<file path="src/rtl/alu_multibyte_seq.sv">
// Multi-byte sequencer driving an 8-bit ALU one byte per clock.
// Chains carry/borrow to build 16..32-bit add, sub, compare and shifts.
module alu_multibyte_seq #(
    parameter int NBYTES = 2
) (
    input  logic                  CLK,
    input  logic                  RST_N,
    input  logic                  START,
    input  logic [2:0]            OP,
    input  logic [8*NBYTES-1:0]   OPA,
    input  logic [8*NBYTES-1:0]   OPB,
    input  logic                  CIN_IN,
    output logic [3:0]            ALU_SEL,
    output logic [7:0]            ALU_A,
    output logic [7:0]            ALU_B,
    output logic                  ALU_CIN,
    input  logic [7:0]            ALU_RESULT,
    input  logic                  ALU_C,
    input  logic                  ALU_Z,
    output logic [8*NBYTES-1:0]   RES,
    output logic                  C_OUT,
    output logic                  Z_OUT,
    output logic                  BUSY,
    output logic                  DONE
);
    localparam int KW = (NBYTES > 2) ? 2 : 1;
    localparam logic [KW-1:0] LAST = KW'(NBYTES - 1);

    typedef logic [NBYTES-1:0][7:0] word_t;

    typedef enum logic [1:0] {
        S_IDLE,
        S_RUN,
        S_DONE
    } state_t;

    typedef enum logic [2:0] {
        OP_ADD  = 3'd0,
        OP_ADDC = 3'd1,
        OP_SUB  = 3'd2,
        OP_SUBC = 3'd3,
        OP_CMP  = 3'd4,
        OP_LSL  = 3'd5,
        OP_LSR  = 3'd6,
        OP_ILL  = 3'd7
    } op_t;

    state_t          state_q;
    state_t          state_d;
    op_t             op_q;
    word_t           a_q;
    word_t           b_q;
    word_t           work_q;
    word_t           work_d;
    logic [KW-1:0]   k_q;
    logic [KW-1:0]   cnt_q;
    logic            cr_q;
    logic            za_q;
    logic [8*NBYTES-1:0] res_q;
    logic            c_q;
    logic            z_q;

    logic            accept;
    logic            first;
    logic            last;
    logic            is_shift;

    assign accept   = (state_q == S_IDLE) && START && (OP != 3'd7);
    assign first    = (cnt_q == '0);
    assign last     = (cnt_q == LAST);
    assign is_shift = (op_q == OP_LSL) || (op_q == OP_LSR);

    assign RES   = res_q;
    assign C_OUT = c_q;
    assign Z_OUT = z_q;
    assign BUSY  = (state_q != S_IDLE);
    assign DONE  = (state_q == S_DONE);

    // State register.
    always_ff @(posedge CLK) begin
        if (!RST_N) begin
            state_q <= S_IDLE;
        end else begin
            state_q <= state_d;
        end
    end

    // Next state, ALU drive and the work word with the current byte merged in.
    always_comb begin
        state_d         = state_q;
        ALU_SEL         = 4'd14;
        ALU_A           = 8'd0;
        ALU_B           = 8'd0;
        ALU_CIN         = 1'b0;
        work_d          = work_q;
        work_d[k_q]     = ALU_RESULT;
        unique case (state_q)
            S_IDLE: begin
                if (accept) begin
                    state_d = S_RUN;
                end
            end
            S_RUN: begin
                ALU_A   = a_q[k_q];
                ALU_B   = is_shift ? 8'd0 : b_q[k_q];
                ALU_CIN = cr_q;
                unique case (1'b1)
                    (op_q == OP_ADD):  ALU_SEL = first ? 4'd0 : 4'd1;
                    (op_q == OP_ADDC): ALU_SEL = 4'd1;
                    (op_q == OP_SUB),
                    (op_q == OP_CMP):  ALU_SEL = first ? 4'd2 : 4'd3;
                    (op_q == OP_SUBC): ALU_SEL = 4'd3;
                    (op_q == OP_LSL):  ALU_SEL = 4'd9;
                    (op_q == OP_LSR):  ALU_SEL = 4'd10;
                    default:           ALU_SEL = 4'd14;
                endcase
                // Plain ADD/SUB start with no carry whatever CIN_IN was.
                if (first && (op_q == OP_ADD || op_q == OP_SUB)) begin
                    ALU_CIN = 1'b0;
                end
                if (last) begin
                    state_d = S_DONE;
                end
            end
            S_DONE: begin
                state_d = S_IDLE;
            end
            default: begin
                state_d = S_IDLE;
            end
        endcase
    end

    // Operand latch, per-byte accumulation and final result capture.
    always_ff @(posedge CLK) begin
        if (!RST_N) begin
            op_q   <= OP_ADD;
            a_q    <= '0;
            b_q    <= '0;
            work_q <= '0;
            k_q    <= '0;
            cnt_q  <= '0;
            cr_q   <= 1'b0;
            za_q   <= 1'b0;
            res_q  <= '0;
            c_q    <= 1'b0;
            z_q    <= 1'b0;
        end else if (accept) begin
            op_q  <= op_t'(OP);
            a_q   <= OPA;
            b_q   <= OPB;
            k_q   <= (OP == 3'd6) ? LAST : '0;
            cnt_q <= '0;
            cr_q  <= CIN_IN;
            za_q  <= 1'b1;
        end else if (state_q == S_RUN) begin
            work_q <= work_d;
            cr_q   <= ALU_C;
            za_q   <= za_q & ALU_Z;
            cnt_q  <= cnt_q + KW'(1);
            k_q    <= (op_q == OP_LSR) ? k_q - KW'(1) : k_q + KW'(1);
            if (last) begin
                if (op_q != OP_CMP) begin
                    res_q <= work_d;
                end
                c_q <= ALU_C;
                z_q <= za_q & ALU_Z;
            end
        end
    end

endmodule

</file>
<file path="config.mk">
export PLATFORM = sky130hd
export DESIGN_NAME = alu_multibyte_seq
export DESIGN_NICKNAME = d
export VERILOG_FILES = /design/src/rtl/alu_multibyte_seq.sv
export SDC_FILE = /design/constraint.sdc
export NUM_CORES = 1
export LEC_CHECK = 0
export CAP_MARGIN = 20
export CORE_ASPECT_RATIO = 2
export CORE_MARGIN = 3
export CORE_UTILIZATION = 44
export DETAILED_ROUTE_END_ITERATION = 8
export GPL_TIMING_DRIVEN = 0
export MAX_ROUTING_LAYER = met4
export PLACE_DENSITY = 0.76
export SYNTH_ARGS = -nofsm -noshare
export SYNTH_HDL_FRONTEND = slang
export SYNTH_SLANG_ARGS = --single-unit
</file>
<file path="constraint.sdc">
create_clock -name CLK -period 1.47 [get_ports CLK]
set_input_delay 0.3675 -clock CLK [delete_from_list [all_inputs] [get_ports CLK]]
set_output_delay 0.3675 -clock CLK [all_outputs]
set_load 0.02 [all_outputs]
</file>
## Yosys cells after proc, flatten, opt, wreduce, memory -nomap -nowiden

Cells that the tools add are included.

| storage, ports and cells | value |
|---|---|
| register bits after elaboration | 75 |
| latch bits | 0 |
| memory bits (writable) | 0 |
| bits in read-only memories | 0 |
| input bits | 49 |
| memories kept | 0 |

| cells by class | value |
|---|---|
| add/subtract/negate cells | 3 |
| $mul | 0 |
| div/mod/pow operators | 0 |
| magnitude comparators | 2 |
| equal/unequal tests | 13 |
| shift operators | 0 |
| multiplexer cells | 27 |
| bitwise operators | 4 |
| reduce and logical (&&, ||, !) cells | 16 |

Operators by type and width:

| cell | count |
|---|---|
| $mux 8 | 8 |
| $pmux 4 s6 | 1 |
| $bwmux 16 | 1 |
| $eq 3x3->1 const B | 4 |
| $mux 1 | 12 |
| $demux 8 s1 | 1 |
| $eq 3x2->1 const B | 2 |
| $ne 3x3->1 const B | 2 |
| $logic_and 1x1->1 | 4 |
| $mux 2 | 2 |
| $mux 4 | 1 |
| $ne 2x2->1 const B | 2 |
| $pmux 2 s2 | 1 |
| $reduce_and 2->1 | 2 |
| $reduce_and 4->1 | 1 |
| $reduce_bool 2->1 | 2 |
| $reduce_or 2->1 | 2 |
| $eq 3x1->1 const B | 1 |
| $logic_not 3->1 | 1 |
| $not 1->1 | 3 |
| $reduce_and 3->1 | 1 |
| $add 1x1->1 const B | 2 |
| $eq 2x1->1 const B | 1 |
| $eq 2x2->1 const B | 1 |
| 6 further kinds | 7 |

## Logic depth before layout (Yosys ltp)

Gate-level depths: netlist (run 1).

| logic depth | value |
|---|---|
| word-level depth | 5 |
| gate-level depth with buffers | 7 |
| gate-level depth less buffers | 3 |

## Least setup slack after synthesis (run 1)

No wires, ideal clock.

| timing | value |
|---|---|
| path kind | flip-flop to output port |
| start point | register state_q[1] |
| end point | output port ALU_SEL[0] |
| arrival time | 1.399 ns |
| required time | 1.102 ns |
| path slack | -0.296 ns |
| cell stages (with the launch flop) | 5 |
| path buffers | 2 |
| path through | dfxtp_1 > buf_2 > nand2b_1 > buf_1 > a211oi_1 |

| on the way | value |
|---|---|
| cells in the longest elaborated chain, start to end | 2 |

RTL lines:

| element | RTL line | RTL |
|---|---|---|
| start: declaration | 48 | `state_t state_q;` |
| start signal: assignment | 84 | `state_q <= state_d;` |
| $eq 2x1->1 | 97 | `unique case (state_q)` |
| $mux 4 | 97 |  |
| end: declaration | 13 | `output logic [3:0] ALU_SEL,` |

No other way between the ends.

## Worst setup path after layout (run 1)

| timing | value |
|---|---|
| start point | register k_q |
| end point | output port ALU_B[7] |

| on the way | value |
|---|---|
| cells in the longest elaborated chain, start to end | 4 |

RTL lines:

| element | RTL line | RTL |
|---|---|---|
| start: declaration | 55 | `logic [KW-1:0] k_q;` |
| start signal: assignment | 152 | `k_q <= (OP == 3'd6) ? LAST : '0;` |
| start signal: assignment | 161 | `k_q <= (op_q == OP_LSR) ? k_q - KW'(1) : k_q + KW'(1);` |
| $mux 8 (implied by the code) (2 in a row) | 105 | `ALU_B = is_shift ? 8'd0 : b_q[k_q];` |
| $mux 8 | 105 |  |
| $mux 8 | 97 |  |
| end: declaration | 15 | `output logic [7:0] ALU_B,` |

No other way between the ends. The select of a mux whose other input is x is not followed.

==> impl_metrics.json, run 1 <==
{
  "drc": 0,
  "skew_ns": 0.00558,
  "hold_viol_final": 0,
  "drt_wl_total_um": 13600,
  "setup_viol": 78,
  "seq_area_frac_synth_pct": 43.2,
  "synth_fp_nets": 433,
  "dp_hpwl_um": 7720,
  "p_int_mw": 4.25,
  "hold_path_class": "primary input to flop",
  "relSlewSlack_pct": 61.9,
  "combPwrFrac_pct": 24.3,
  "crit_buf_inv": 2,
  "cts_buffers": 9,
  "slew_viol_final": 0,
  "fin_area_um2": 5850,
  "place.port_buffers": 88,
  "drt-pass1-iter-count": 4,
  "clkLatencyLatePin_ns": 0.34,
  "tightestPinTransition_ns": 0.571,
  "cts_tree": "done",
  "switchingPower_mw": 1.69,
  "synth_compound_area_share_pct": 23.0,
  "yosysWarnings": 0,
  "globalplace.congestion": 0.774,
  "synth.cell_area_um2": 3480,
  "groute.usage.overall_pct": 26.9,
  "rsz0062_at_grt": "yes",
  "peakVddDrop_uv": 853,
  "slowest_delay_ns": 0.43,
  "cp-end-kind": "output port",
  "synthAdderAreaFrac_pct": 0,
  "place_area_um2": 4550,
  "yosys.area_share.xor_xnor_pct": 0.504,
  "cpLargestDelayFamily": "flip-flops",
  "avgSynthCellArea_um2": 9.06,
  "synth_cell_types": 36,
  "min_period_over_period_pct": 125,
  "met3_length_um": 760,
  "rows": 45,
  "power_density_nw_per_um2": 1020,
  "htree_levels": 3,
  "synth_top_family_by_area": "compound AO/OA/AOI/OAI gates",
  "preCtsSetupSlack_ns": -0.790,
  "seq_power_share_pct": 38.3,
  "holdWs_ns": 0.449,
  "core_area_um2": 7660,
  "drtIter0Drc": 230,
  "numClockSinks": 75,
  "fmax_mhz": 543,
  "grt_pass1_wl_um": 17700,
  "vias_per_cell": 5.87,
  "synth_seq_cells": 75,
  "critPathRequiredTime_ns": 1.10,
  "min_period_ns": 1.84,
  "clkTransAtPathRegs_ns": 0.06,
  "synth-edff-count": 0,
  "die_y_um": 132,
  "tns_ns": -16.72,
  "worst_setup_path_start_kind": "flop",
  "crit_type": "flop to output port",
  "finalNetCount": 562,
  "grt_pass1_vias": 3609,
  "topRoutingLayerUsed": "met4",
  "synth_flop_cell": "dfxtp_1",
  "wl_per_cell_um": 22.2,
  "layout-drive-gt1-share_pct": 36.1,
  "drtAntennaViolNets": 0,
  "clock_path_buffers": 2,
  "status": "complete, but fails checks",
  "wl_met2_um": 7480,
  "synth_mux_area_share_pct": 11.8,
  "route.layer.met1.wl_um": 4540,
  "final_cell_mix": "dfxtp_1 (69), nand3_1 (50), clkdlybuf4s50_1 (43)",
  "violations": "negative setup slack",
  "leakagePower_nw": 2.47,
  "synth_simple_gate_area_share_pct": 16.0,
  "swShare_pct": 28.4,
  "maxCapViolCount": 0,
  "synthToLayoutAreaGrowth_pct": 68.1,
  "worst_path_max_delay_cell": "dfxtp_4",
  "grt_max_degree": 13,
  "crit_fanout": 5,
  "io_pins": 90,
  "setup_slack_ns": -0.372,
  "initial_core_util_pct": 45.4,
  "cts_root_buf": "clkbuf_16",
  "final_common_cell": "dfxtp_1",
  "fp.dieW_um": 68.9,
  "antenna_cells": 0,
  "pwr-share-clk_pct": 37.4,
  "arrival_ns": 1.47,
  "die-area_um2": 9070,
  "post-route-util_pct": 76.4,
  "crit_chain": "buf_12, mux2i_1, nor2_4, buf_6",
  "synthArstFlopShare_pct": 0,
  "grt-ovfl-total": 0,
  "antenna_found_initial": 0,
  "num_vias": 3593,
  "syn_inst": 384
}
-- cell usage after synthesis, drive strengths merged (2+ instances only) --
| library cell | count | area share [%] |
|---|---|---|
| a211oi | 2 | 0.43 |
| a21boi | 44 | 9.5 |
| a21oi | 3 | 0.43 |
| and2 | 3 | 0.61 |
| and3 | 2 | 0.36 |
| buf | 14 | 2.6 |
| clkbuf | 25 | 2.7 |
| dfxtp | 75 | 43 |
| inv | 2 | 0.22 |
| mux2i | 41 | 12 |
| nand2 | 13 | 1.4 |
| nand2b | 2 | 0.36 |
| nand3 | 52 | 7.5 |
| nor2 | 18 | 1.9 |
| nor2b | 12 | 2.2 |
| nor3b | 2 | 0.58 |
| o211a | 16 | 4.6 |
| o21ai | 44 | 6.3 |
| or3b | 2 | 0.50 |
-- sequential cells by signal (all words and copies together) (netlist names) --
name     flops
RES         16
cr_q         1
cnt_q        1
work_q      16
k_q          1
state_q      2
C_OUT        1
za_q         1
op_q         3
a_q         16
b_q         16
Z_OUT        1
-- worst reg2reg max path, delay by kind of cell, from the launching register on --
family / cells / cell delay (ns)
simple gates: 1 / 0.42
flops: 1 / 0.32
buf+inv: 5 / 0.73
compound gates: 2 / 0.22
-- layer usage --
| metal | vias up | GRT usage (%) |
|---|---|---|
| li1 | 1634 | - |
| met1 | 1747 | 24.6 |
| met2 | 157 | 49.6 |
| met3 | 55 | 5.46 |
| met4 | 0 | 12.3 |
| met5 | - | - |
-- path summary, 6_finish.rpt --
check                           slack, ns  cells past startpoint        from         to
worst max-delay path                -0.37                      4         k_q   ALU_B[7]
worst min-delay path                 0.45                      2       RST_N  work_q[3]
worst max register to register      -0.34                      8  state_q[0]     b_q[1]
worst min register to register       0.47                      2      b_q[0]     b_q[0]
-- area by class of cell --
cell class	count	area, um^2
Buffer	34	333
Clock buffer	11	243
Clock inverter	5	52.6
Fill cell	480	1810
Inverter	2	7.51
Multi-Input combinational cell	268	2230
Sequential cell	75	1520
Tap cell	94	118
Timing Repair Buffer	123	1340
-- logic make-up after synthesis --
group | Yosys count
xor gates and xnor gates | 2
AOI/OAI and AO/OA | 116
and+or+nand+nor | 109
muxes | 41
buffers and inverters | 41
DFF | 75
-- per-stage QoR --
stage	power [mW]	std cells
final	5.94	612
after global routing	6.09	612
after CTS	5.65	600
after detailed placement	3.17	566
after global placement	3.15	566
after floorplan	2.78	384
-- power groups by stage --
stage               clock network [mW]  logic (mW)  registers (mW)
floorplan                            0       0.525            2.26
global placement                     0       0.896            2.25
detailed placement                   0       0.914            2.26
CTS                               2.22        1.19            2.24
global route                      2.29        1.51            2.28
finish                            2.22        1.44            2.27
-- repair_timing --
action,4_1_cts,5_1_grt
setup endpoints to repair,105,90
buffers inserted,19,12
hold buffers,0,0
cloned,3,4
pin swaps,57,36
gates resized for setup,322,76
(Power assumes the default switching activity.)
==> run 2: changes to the inputs <==
Settings changed: CTS_CLUSTER_DIAMETER set to 40, GPL_TIMING_DRIVEN 0 to not set.
==> impl_metrics.json, run 2 (synthesis results as in run 1) <==
{
  "setup_slack_ns": -0.376,
  "die-area_um2": 9070,
  "clock_path_buffers": 2,
  "rsz0062_at_grt": "yes",
  "grt_use_met2_pct": 54.4,
  "antenna_found_initial": 0,
  "dp_cells": 558,
  "grt_max_degree": 76,
  "power_density_nw_per_um2": 1020,
  "synthToLayoutAreaGrowth_pct": 76.0,
  "stdcell_count": 600,
  "rows": 45,
  "dp_hpwl_um": 6570,
  "globalplace.congestion": 0.772,
  "crit_start": "k_q",
  "cts_hold_buf": 0,
  "crit_fanout": 8,
  "power.total_mw": 6.23,
  "initial_core_util_pct": 45.4,
  "wl_per_cell_um": 23.8,
  "final_cell_mix": "dfxtp_1 (68), clkdlybuf4s50_1 (47), buf_6 (40)",
  "cp-end-kind": "output port",
  "grt_pass1_wl_um": 19400,
  "critPathRequiredTime_ns": 1.10,
  "place.port_buffers": 89,
  "regToRegStartpoint": "state_q[0]",
  "grt-ovfl-total": 0,
  "post-route-util_pct": 80.0,
  "final_common_cell": "dfxtp_1",
  "clkLatencyLatePin_ns": 0.34,
  "vias_per_cell": 6.00,
  "min_period_over_period_pct": 126,
  "fmax_mhz": 542,
  "maxCapViolCount": 0,
  "drt_wl_total_um": 14300,
  "place_area_um2": 4650,
  "skew_ns": 0.0110,
  "relSlewSlack_pct": 77.6,
  "hold_path_class": "flop to flop",
  "clkTransAtPathRegs_ns": 0.06,
  "antenna_cells": 0,
  "grtUsageMet3_pct": 6.23,
  "leakagePower_nw": 2.49,
  "num_vias": 3602,
  "layout-drive-gt1-share_pct": 44.9,
  "holdWs_ns": 0.468,
  "hold_viol_final": 0,
  "peakVddDrop_uv": 787,
  "die_y_um": 132,
  "preCtsSetupSlack_ns": -0.444,
  "min_period_ns": 1.85,
  "slew_viol_final": 0,
  "tightestPinTransition_ns": 0.327,
  "numClockSinks": 75,
  "arrival_ns": 1.48,
  "fin_area_um2": 6120,
  "drtIter0Drc": 182,
  "grtUsageMet1_pct": 28.3,
  "fp.dieW_um": 68.9,
  "crit_type": "flop to output port",
  "groute.usage.overall_pct": 30.3,
  "setup_viol": 85,
  "status": "complete, but fails checks",
  "finalNetCount": 550,
  "drt-pass1-iter-count": 4,
  "grt.busiest_layer": "met2",
  "violations": "negative setup slack",
  "cts_root_buf": "clkbuf_16",
  "cts_buffers": 9,
  "htree_levels": 3,
  "worst_setup_path_start_kind": "flop",
  "grt_pass1_vias": 3757,
  "tns_ns": -14.55,
  "min-delay-start": "b_q[14]",
  "drtAntennaViolNets": 0,
  "drc": 0,
  "core_area_um2": 7660,
  "io_pins": 90,
  "cts_tree": "done"
}
[run 2: repair_timing]
| action | in CTS | in global routing |
|---|---|---|
| cloned | 10 | 2 |
| setup buffers | 20 | 7 |
| endpoints found under the setup margin | 87 | 92 |
| pin swaps | 73 | 59 |
| gates resized for setup | 306 | 131 |
[run 2: critical path, cell delays in order, from the launching register on]
cell and delay (ns):
dfxtp_4 0.42, buf_12 0.18, mux2i_2 0.33, nor2_4 0.08
buf_6 0.14
[run 2: path summary, 6_finish.rpt]
kind         slack, ns  depth (start not counted)       end
max              -0.38                          4  ALU_B[0]
min               0.47                          2   b_q[14]
max reg2reg      -0.25                          9   a_q[11]
min reg2reg       0.47                          2   b_q[14]
[run 2: area by class of cell]
cell class | instances | area, um^2
Multi-Input combinational cell | 269 | 2530
Timing Repair Buffer | 144 | 1630
Fill cell | 428 | 1540
Sequential cell | 75 | 1520
Clock buffer | 11 | 243
Tap cell | 94 | 118
Clock inverter | 5 | 86.3
Inverter | 2 | 7.51
[run 2: per-layer routing]
metal / vias to the layer above / part of all wire, %
li1: 1617 / -
met1: 1765 / 33
met2: 155 / 55
met3: 65 / 5.2
met4: 0 / 6.5
met5: - / 0
[run 2: where the power goes]
group          leakage, nW  switching [mW]  internal, mW
Combinational         1.72           0.778         0.789
Clock                0.160           0.863          1.54
Sequential           0.615           0.104          2.15
==> run 3: changes to the inputs <==
Settings changed: ABC_CLOCK_PERIOD_IN_PS set to 1470, CORE_UTILIZATION 44 to 56, DONT_BUFFER_PORTS set to 1, PLACE_DENSITY 0.76 to 0.74.
==> impl_metrics.json, run 3 (synthesis results as in run 1) <==
{
  "cp-end-kind": "output port",
  "wl_per_cell_um": 21.4,
  "htree_levels": 3,
  "layout-drive-gt1-share_pct": 28.3,
  "tightestPinTransition_ns": 0.304,
  "worst_path_max_delay_cell": "dfxtp_4",
  "globalplace.congestion": 0.872,
  "switchingPower_mw": 1.38,
  "fmax_mhz": 577,
  "reg2reg_depth": 7,
  "dp_cells": 448,
  "holdPathEnd": "RES[7]",
  "vias_per_cell": 6.42,
  "synthToLayoutAreaGrowth_pct": 32.6,
  "skew_ns": 0.00287,
  "cts_tree": "done",
  "rows": 40,
  "crit_chain": "buf_12, mux2i_1, nor2_4, buf_6",
  "seq_power_share_pct": 43.0,
  "r2r_slack_ns": -0.04,
  "min_period_ns": 1.73,
  "final_common_cell": "dfxtp_1",
  "violations": "negative setup slack",
  "antenna_cells": 0,
  "rsz0062_at_grt": "yes",
  "groute.usage.overall_pct": 27.2,
  "clock_path_buffers": 2,
  "setup_viol": 24,
  "io_pins": 90,
  "place.port_buffers": 0,
  "min-delay-start": "RST_N",
  "dp_hpwl_um": 6060,
  "arrival_ns": 1.37,
  "multi_input_area_um2": 2060,
  "slowest_delay_ns": 0.38,
  "regArea_um2": 1510,
  "r2r_end": "a_q[6]",
  "crit_type": "flop to output port",
  "grt_pass1_vias": 2981,
  "grt-ovfl-total": 0,
  "drtIter0Drc": 228,
  "hold_path_class": "primary input to flop",
  "clkLatencyLatePin_ns": 0.33,
  "die-area_um2": 7250,
  "core_area_um2": 6010,
  "maxCapViolCount": 0,
  "p_int_mw": 3.86,
  "post-route-util_pct": 76.8,
  "hold_viol_final": 0,
  "antenna_found_initial": 0,
  "critPathRequiredTime_ns": 1.10,
  "relSlewSlack_pct": 79.2,
  "fp.dieW_um": 61.7,
  "num_vias": 3081,
  "final_cell_mix": "dfxtp_1 (69), nand3_1 (50), mux2i_1 (36)",
  "finalNetCount": 461,
  "cts_hold_buf": 0,
  "slew_viol_final": 0,
  "setup_slack_ns": -0.264,
  "worst_setup_path_start_kind": "flop",
  "initial_core_util_pct": 57.9,
  "die_y_um": 117,
  "drt_wl_total_um": 10200,
  "power.total_mw": 5.24,
  "leakagePower_nw": 1.90,
  "drt-pass1-iter-count": 4,
  "clkTransAtPathRegs_ns": 0.05,
  "grt_pass1_wl_um": 14300,
  "numClockSinks": 75,
  "pwr-share-clk_pct": 38.2,
  "preCtsSetupSlack_ns": -0.0485,
  "cts_buffers": 9,
  "stdcell_count": 480,
  "drtAntennaViolNets": 0,
  "swShare_pct": 26.4,
  "cts_root_buf": "clkbuf_16",
  "min_period_over_period_pct": 118,
  "holdPathStages": 1,
  "drc": 0,
  "peakVddDrop_uv": 985,
  "crit_fanout": 10,
  "power_density_nw_per_um2": 1140,
  "grt_max_degree": 76,
  "status": "complete, but fails checks",
  "num-fill-cells": 416,
  "combPwrFrac_pct": 18.8,
  "regToRegStartpoint": "state_q[0]"
}
[run 3: changes by cell type in the layout (fill, tap and decap cells not counted), moves of 6 or more]
cell             previous run  this run
a21boi_0                    4        15
a21boi_2                   17         1
buf_12                     17         8
buf_6                      40        27
clkdlybuf4s50_1            47         0
dlygate4sd2_1              17         0
nand3_1                    22        50
nand3_2                    19         2
nand3_4                    11         0
o21ai_1                     6        28
o21ai_2                    23         2
o21ai_4                     6         0
[run 3: worst max-delay path: cells and delay by family (launching register included)]
| kind | cells | cell delay, ns |
|---|---|---|
| DFF | 1 | 0.38 |
| buffers and inverters | 2 | 0.29 |
| muxes | 1 | 0.30 |
| and+or+nand+nor | 1 | 0.06 |
[run 3: power groups by stage]
stage	clock [mW]	sequential, mW	combinational (mW)
floorplan	0	2.26	0.525
global placement	0	2.27	0.692
detailed placement	0	2.28	0.706
CTS	2.04	2.24	0.806
global route	2.12	2.26	1.04
finish	2.00	2.25	0.986
[run 3: area by class of cell]
cell class | count | share of cell area (%)
multi-input combinational | 269 | 44.6
sequential | 75 | 32.8
timing repair buffer | 55 | 14.8
clock buffer | 14 | 5.72
tap | 63 | 1.71
clock inverter | 2 | 0.217
inverter | 2 | 0.163
[run 3: worst max-delay path by stage]
stage,startpoint,end,slack [ns],cells after the start
2_1_floorplan,op_q[0],RES[10],-0.09,7
3_3_place_gp,state_q[0],cr_q,0.01,5
3_5_place_dp,state_q[0],a_q[7],-0.05,5
4_1_cts,op_q[0],ALU_B[4],-0.24,4
5_1_grt,k_q,ALU_B[6],-0.31,4
6_report,k_q,ALU_B[5],-0.26,4
[run 3: through the flow]
step	area [um^2]	hold slack [ns]	setup TNS [ns]
after floorplan	3550	0.451	-1.24
after global placement	3820	0.464	0
after detailed placement	3820	0.473	-0.296
after CTS	4340	0.149	-3.91
after global routing	4610	0.151	-5.27
final	4610	0.165	-4.06
[run 3: layer usage]
metal	track usage (%)	vias to the layer above	share of wire, %
met5	-	-	0
met4	16.5	0	5.1
met3	6.59	40	5.4
met2	44.6	111	55
met1	27.4	1499	34
li1	-	1431	-
[run 3: repair_timing]
action                                  in CTS  in global routing
setup buffers                                8                  1
endpoints found under the setup margin      53                 73
gates resized for setup                     48                 92
cloned                                       0                  7
hold endpoints to repair                     0                  0
pin swaps                                    4                 11
